`src/rtl/disp_pkg.sv`:
```
`default_nettype none
// ============================================================================
//  Module      : disp_pkg
//  Description : Shared constants, timing presets and total-size helpers for
//                the display timing generator.
//  Revision    : 1.0 - initial release
// ============================================================================
package disp_pkg;

    // Width of every pixel coordinate and of the raster counters
    localparam int c_COORD_W   = 12;
    // Largest H/V total the coordinate width can address
    localparam int c_MAX_TOTAL = 4096;

    typedef struct packed {
        int h_active;
        int h_fp;
        int h_sync;
        int h_bp;
        int v_active;
        int v_fp;
        int v_sync;
        int v_bp;
        bit hs_pol;
        bit vs_pol;
    } disp_timing_t;

    localparam disp_timing_t c_T_640X480_60 = '{
        h_active: 640,  h_fp: 16,  h_sync: 96,  h_bp: 48,
        v_active: 480,  v_fp: 10,  v_sync: 2,   v_bp: 33,
        hs_pol: 1'b0,   vs_pol: 1'b0};

    localparam disp_timing_t c_T_800X600_60 = '{
        h_active: 800,  h_fp: 40,  h_sync: 128, h_bp: 88,
        v_active: 600,  v_fp: 1,   v_sync: 4,   v_bp: 23,
        hs_pol: 1'b1,   vs_pol: 1'b1};

    localparam disp_timing_t c_T_1280X720_60 = '{
        h_active: 1280, h_fp: 110, h_sync: 40,  h_bp: 220,
        v_active: 720,  v_fp: 5,   v_sync: 5,   v_bp: 20,
        hs_pol: 1'b1,   vs_pol: 1'b1};

    localparam disp_timing_t c_T_480X272_LCD = '{
        h_active: 480,  h_fp: 2,   h_sync: 41,  h_bp: 2,
        v_active: 272,  v_fp: 2,   v_sync: 10,  v_bp: 2,
        hs_pol: 1'b0,   vs_pol: 1'b0};

    // Clocks per line
    function automatic int h_total(input int active, input int fp,
                                   input int sync, input int bp);
        return active + fp + sync + bp;
    endfunction

    // Lines per frame
    function automatic int v_total(input int active, input int fp,
                                   input int sync, input int bp);
        return active + fp + sync + bp;
    endfunction

endpackage
`default_nettype wire

```
`src/rtl/disp_delay_line.sv`:
```
`default_nettype none
// ============================================================================
//  Module      : disp_delay_line
//  Description : Fixed-depth shift register with synchronous active-low
//                clear. Depth 0 degenerates to a wire.
//  Revision    : 1.0 - initial release
// ============================================================================
module disp_delay_line #(
    parameter int WIDTH = 1,
    parameter int DEPTH = 1
) (
    input  logic             clk,
    input  logic             rstn,
    input  logic [WIDTH-1:0] i_d,
    output logic [WIDTH-1:0] o_q
);

    generate
        if (DEPTH == 0) begin : g_bypass
            assign o_q = i_d;
        end else begin : g_shift
            logic [WIDTH-1:0] r_sr [DEPTH];

            // Shift one stage per clock; clear drops every stage to zero at once
            always_ff @(posedge clk) begin
                if (!rstn) begin
                    for (int i = 0; i < DEPTH; i++) begin
                        r_sr[i] <= '0;
                    end
                end else begin
                    r_sr[0] <= i_d;
                    for (int i = 1; i < DEPTH; i++) begin
                        r_sr[i] <= r_sr[i-1];
                    end
                end
            end

            assign o_q = r_sr[DEPTH-1];
        end
    endgenerate

endmodule
`default_nettype wire

```
`src/rtl/disp_timing_gen.sv`:
```
`default_nettype none
// ============================================================================
//  Module      : disp_timing_gen
//  Description : Raster timing generator. Raster counters feed a registered
//                decode stage; pix_req/req_x/req_y come straight from it and
//                the display-side signals follow through a PREFETCH-deep
//                delay line. Sync polarity is applied only at the outputs so
//                that cleared pipeline state always reads as "inactive".
//  Revision    : 1.0 - initial release
// ============================================================================
module disp_timing_gen
    import disp_pkg::*;
#(
    parameter int H_ACTIVE = c_T_800X600_60.h_active,
    parameter int H_FP     = c_T_800X600_60.h_fp,
    parameter int H_SYNC   = c_T_800X600_60.h_sync,
    parameter int H_BP     = c_T_800X600_60.h_bp,
    parameter int V_ACTIVE = c_T_800X600_60.v_active,
    parameter int V_FP     = c_T_800X600_60.v_fp,
    parameter int V_SYNC   = c_T_800X600_60.v_sync,
    parameter int V_BP     = c_T_800X600_60.v_bp,
    parameter bit HS_POL   = 1'b1,
    parameter bit VS_POL   = 1'b1,
    parameter int PREFETCH = 2
) (
    input  logic                 clk,
    input  logic                 rstn,
    input  logic                 en,
    output logic                 pix_req,
    output logic [c_COORD_W-1:0] req_x,
    output logic [c_COORD_W-1:0] req_y,
    output logic                 hsync,
    output logic                 vsync,
    output logic                 de,
    output logic [c_COORD_W-1:0] pix_x,
    output logic [c_COORD_W-1:0] pix_y,
    output logic                 sof
);

    localparam int c_H_TOTAL = h_total(H_ACTIVE, H_FP, H_SYNC, H_BP);
    localparam int c_V_TOTAL = v_total(V_ACTIVE, V_FP, V_SYNC, V_BP);

    // One extra bit so region boundaries equal to 4096 compare correctly
    localparam int c_CMP_W = c_COORD_W + 1;
    localparam logic [c_CMP_W-1:0] c_H_ACT    = c_CMP_W'(H_ACTIVE);
    localparam logic [c_CMP_W-1:0] c_H_HS_ON  = c_CMP_W'(H_ACTIVE + H_FP);
    localparam logic [c_CMP_W-1:0] c_H_HS_OFF = c_CMP_W'(H_ACTIVE + H_FP + H_SYNC);
    localparam logic [c_CMP_W-1:0] c_V_ACT    = c_CMP_W'(V_ACTIVE);
    localparam logic [c_CMP_W-1:0] c_V_VS_ON  = c_CMP_W'(V_ACTIVE + V_FP);
    localparam logic [c_CMP_W-1:0] c_V_VS_OFF = c_CMP_W'(V_ACTIVE + V_FP + V_SYNC);

    localparam logic [c_COORD_W-1:0] c_H_LAST = c_COORD_W'(c_H_TOTAL - 1);
    localparam logic [c_COORD_W-1:0] c_V_LAST = c_COORD_W'(c_V_TOTAL - 1);

    // {req, x, y, hs, vs, sof}
    localparam int c_DL_W = 4 + 2 * c_COORD_W;

    logic [c_COORD_W-1:0] r_h_cnt;
    logic [c_COORD_W-1:0] r_v_cnt;

    logic                 r_req;
    logic [c_COORD_W-1:0] r_req_x;
    logic [c_COORD_W-1:0] r_req_y;
    logic                 r_hs;
    logic                 r_vs;
    logic                 r_sof;

    logic [c_CMP_W-1:0]   w_h;
    logic [c_CMP_W-1:0]   w_v;
    logic                 w_req;
    logic                 w_hs;
    logic                 w_vs;
    logic                 w_run;

    logic [c_DL_W-1:0]    w_dl_in;
    logic [c_DL_W-1:0]    w_dl_out;
    logic                 w_de;
    logic [c_COORD_W-1:0] w_pix_x;
    logic [c_COORD_W-1:0] w_pix_y;
    logic                 w_hs_d;
    logic                 w_vs_d;
    logic                 w_sof_d;

    assign w_run = rstn && en;

    // Raster counters: held at the frame origin while stopped, so an en rise restarts at (0,0)
    always_ff @(posedge clk) begin
        if (!w_run) begin
            r_h_cnt <= '0;
            r_v_cnt <= '0;
        end else if (r_h_cnt == c_H_LAST) begin
            r_h_cnt <= '0;
            r_v_cnt <= (r_v_cnt == c_V_LAST) ? '0 : r_v_cnt + 1'b1;
        end else begin
            r_h_cnt <= r_h_cnt + 1'b1;
        end
    end

    // Region decode of the current counter position
    always_comb begin
        w_h   = {1'b0, r_h_cnt};
        w_v   = {1'b0, r_v_cnt};
        w_req = (w_h < c_H_ACT) && (w_v < c_V_ACT);
        w_hs  = (w_h >= c_H_HS_ON) && (w_h < c_H_HS_OFF);
        w_vs  = (w_v >= c_V_VS_ON) && (w_v < c_V_VS_OFF);
    end

    // Decode register: drives the request side directly and feeds the delay line
    always_ff @(posedge clk) begin
        if (!w_run) begin
            r_req   <= 1'b0;
            r_req_x <= '0;
            r_req_y <= '0;
            r_hs    <= 1'b0;
            r_vs    <= 1'b0;
            r_sof   <= 1'b0;
        end else begin
            r_req   <= w_req;
            r_req_x <= w_req ? r_h_cnt : '0;
            r_req_y <= w_req ? r_v_cnt : '0;
            r_hs    <= w_hs;
            r_vs    <= w_vs;
            r_sof   <= w_req && (r_h_cnt == '0) && (r_v_cnt == '0);
        end
    end

    assign w_dl_in = {r_req, r_req_x, r_req_y, r_hs, r_vs, r_sof};

    // Only reset clears the delay line; en low lets it drain the cleared decode values
    disp_delay_line #(
        .WIDTH (c_DL_W),
        .DEPTH (PREFETCH)
    ) u_delay (
        .clk  (clk),
        .rstn (rstn),
        .i_d  (w_dl_in),
        .o_q  (w_dl_out)
    );

    assign {w_de, w_pix_x, w_pix_y, w_hs_d, w_vs_d, w_sof_d} = w_dl_out;

    assign pix_req = r_req;
    assign req_x   = r_req_x;
    assign req_y   = r_req_y;
    assign de      = w_de;
    assign pix_x   = w_pix_x;
    assign pix_y   = w_pix_y;
    assign sof     = w_sof_d;
    assign hsync   = HS_POL ? w_hs_d : ~w_hs_d;
    assign vsync   = VS_POL ? w_vs_d : ~w_vs_d;

endmodule
`default_nettype wire

```
`config.mk`:
```
export PLATFORM = sky130hd
export DESIGN_NAME = disp_timing_gen
export DESIGN_NICKNAME = d
export VERILOG_FILES = /design/src/rtl/disp_pkg.sv /design/src/rtl/disp_delay_line.sv /design/src/rtl/disp_timing_gen.sv
export SDC_FILE = /design/constraint.sdc
export NUM_CORES = 1
export LEC_CHECK = 0
export CORE_MARGIN = 5
export CORE_UTILIZATION = 53
export CTS_CLUSTER_SIZE = 8
export DETAILED_ROUTE_END_ITERATION = 8
export PLACE_DENSITY = 0.78
export SLEW_MARGIN = 25
export SYNTH_ARGS = -nofsm -noshare
export SYNTH_HDL_FRONTEND = slang
export SYNTH_SLANG_ARGS = --single-unit
```
`constraint.sdc`:
```
create_clock -name clk -period 2.2 [get_ports clk]
set_input_delay 0.44 -clock clk [delete_from_list [all_inputs] [get_ports clk]]
set_output_delay 0.44 -clock clk [all_outputs]
set_load 0.01 [all_outputs]
```
==> impl_metrics.env <==
export IMPL_status="completed"
export IMPL_routed_top_layer="met4"
export IMPL_drt_wl_total_mm=6.88
export IMPL_synth_fa_ha_area_share_pct=1.97
export IMPL_clkLatencyLatePin_ps=370
export IMPL_ctsRootBufferMaster="clkbuf_8"
export IMPL_route_detailed_wl_per_inst_um=13.4
export IMPL_synth_async_reset_ratio_pct=0
export IMPL_drc_errors=0
export IMPL_path_class="flop to flop"
export IMPL_met1_length_mm=3.13
export IMPL_powerDensity_nw_per_um2=724
export IMPL_finalCritPeriodShare_pct=89.7
export IMPL_synthTopCellsByArea="dfxtp_1 (57%), and2_1 (12%), buf_4 (5.1%)"
export IMPL_synthMuxAreaShare_pct=0
export IMPL_syn2layout_area_growth_pct=18.6
export IMPL_stdcell_area_um2=4520
export IMPL_grt_start_max_net_pins=57
export IMPL_overflow=0
export IMPL_cp_end_kind="flop"
export IMPL_die_w_um=94.8
export IMPL_grt_pass1_vias=2339
export IMPL_grt_pass1_wl_mm=11.4
export IMPL_cts_resized=0
export IMPL_io_pins=56
export IMPL_synthFlopType="dfxtp_1"
export IMPL_hold_violations=0
export IMPL_die_h_um=94.8
export IMPL_antenna_cells=0
export IMPL_nets=419
export IMPL_wl_met2_mm=3.29
export IMPL_start_util_pct=53.4
export IMPL_syn_area_um2=3810
export IMPL_max_freq_mhz=507
export IMPL_synth_xor_area_share_pct=2.53
export IMPL_place_area_um2=4310
export IMPL_core_rowCount=31
export IMPL_crit_required_ps=2470
export IMPL_tns_ps=0
export IMPL_yosysSeqAreaShare_pct=56.7
export IMPL_gp_congestion=0.871
export IMPL_peakVddDrop_uv=374
export IMPL_htreeDepth=3
export IMPL_clkTransAtPathRegs_ps=110
export IMPL_syn_instance_count=370
export IMPL_yosys_area_share_simple_pct=26.5
export IMPL_hold_class="flop to flop"
export IMPL_antenna_violating_nets_post_route=0
export IMPL_wl_met3_um=351
export IMPL_synth_compound_area_share_pct=4.47
export IMPL_dpl_hpwl_mm=4.88
export IMPL_synth_top_family_by_area="simple AND/OR/NAND/NOR gates"
export IMPL_slew_violations=0
export IMPL_relSlewSlack_pct=63.4
export IMPL_clockBufferDepth=2
export IMPL_setup_ws_ps=227
export IMPL_finClkSkew_ps=18.1
export IMPL_syn_mean_instance_area_um2=10.3
export IMPL_yosysWarnings=0
export IMPL_leakage_nw=1.69
export IMPL_layout_drive_gt1_share_pct=8.92
export IMPL_final_cell_mix="dfxtp_1 (108), and2_1 (71), clkdlybuf4s50_1 (55), nand2_1 (21), nor2_1 (17)"
export IMPL_holdWs_ps=432
export IMPL_die_area_um2=8980
export IMPL_synth_edf_count=0
export IMPL_synth_cell_types=43
export IMPL_drt_pass1_iter_count=4
export IMPL_rsz0062_at_grt="false"
export IMPL_maxCapViolCount=0
export IMPL_numPortBuffers=55
export IMPL_final_common_cell="dfxtp_1"
export IMPL_cts_setup_buffers=0
export IMPL_min_path_cells=1
export IMPL_grt_antenna_before_repair=0
export IMPL_cts_buffers=9
export IMPL_power_mw=3.27
export IMPL_worst_pin_slew_ps=549
export IMPL_viasPerCell=4.81
export IMPL_initialDrtViolationCount=85
export IMPL_cp_start_kind="flop"
export IMPL_finalCriticalPeriod_ps=1970
export IMPL_route_vias_total=2470
export IMPL_cts_hold_buffers=0
export IMPL_yosys_area_top_type_share_pct=56.7
export IMPL_yosys_area_top_type="dfxtp_1"
export IMPL_setup_viol=0
export IMPL_crit_fanout=4
export IMPL_track_usage_pct=16.4
export IMPL_synth_seq_cells=108
export IMPL_core_area_um2=7140
export IMPL_nFillCells=609
export IMPL_dp_worst_setup_slack_ps=256
export IMPL_critPathArrivalTime_ps=2250
export IMPL_worstRegToRegCells=4
export IMPL_cts_sinks=108
export IMPL_cts_tree="yes"
worst max-delay path, cell delays in order, from the launching register on:
cell and delay, ps:
dfxtp_1 330, or4_4 570, or4b_4 570, and3_4 200, a32o_1 200
cell usage after synthesis (2+ instances only):
master / count
dfxtp_1: 108
and2_1: 71
buf_4: 26
nand2_1: 21
nor2_1: 17
nor3_1: 12
nand3_1: 11
a21oi_1: 10
clkbuf_1: 9
nor4_1: 8
ha_1: 6
inv_1: 6
xnor2_1: 6
nand4_1: 5
xor2_1: 5
o22ai_1: 4
or3_1: 4
and3_1: 3
and4_1: 3
buf_2: 3
o21ai_0: 3
a32o_1: 2
and2_2: 2
buf_6: 2
nor4b_1: 2
o211a_1: 2
o211ai_1: 2
or4_1: 2
per-stage QoR:
stage          cells  utilization [%]
2_1_floorplan    373                -
3_3_place_gp     498             60.4
3_5_place_dp     498             60.4
4_1_cts          514             63.3
5_1_grt          514             63.3
6_report         514             63.3
report_power, final:
group          switching [mW]  internal, mW
registers             0.00667          1.97
logic                  0.0426        0.0348
clock network           0.672         0.544
total                   0.721          2.55
final timing paths:
kind | start | endpoint | slack, ps
max | r_v_cnt[7] | r_v_cnt[7] | 230
min | r_sof | u_delay.g_shift.r_sr[0][0] | 430
min reg2reg | r_sof | u_delay.g_shift.r_sr[0][0] | 430
max reg2reg | r_v_cnt[7] | r_v_cnt[7] | 230
area by class of cell:
type                            instances  area [um2]  area share (%)
Clock buffer                            9         124            2.74
Clock inverter                          7        81.3            1.80
Inverter                                6        22.5           0.498
Multi-Input combinational cell        218        1370            30.2
Sequential cell                       108        2160            47.8
Tap cell                               99         124            2.74
Timing Repair Buffer                   67         641            14.2
logic make-up (layout without fill, tap and decap cells):
logic type | after synthesis | in the layout
compound gates | 26 | 26
buf+inv | 47 | 89
flops | 108 | 108
fa+ha+maj | 6 | 6
other cells | 1 | 4
simple gates | 171 | 171
xor+xnor | 11 | 11
layer usage:
| metal | global-route usage (%) | vias up |
|---|---|---|
| met4 | 6.73 | 0 |
| met5 | 0 | - |
| met2 | 27.4 | 63 |
| met1 | 20.6 | 1115 |
| met3 | 3.59 | 10 |
| li1 | - | 1282 |
registers in the layout, indices dropped and copies added, names as in the netlist:
signal	cells
pix_req	1
r_h_cnt	12
r_hs	1
r_sof	1
r_v_cnt	12
r_vs	1
req_x	12
req_y	12
u_delay.g_shift.r_sr	56
(Power assumes the default switching activity.)
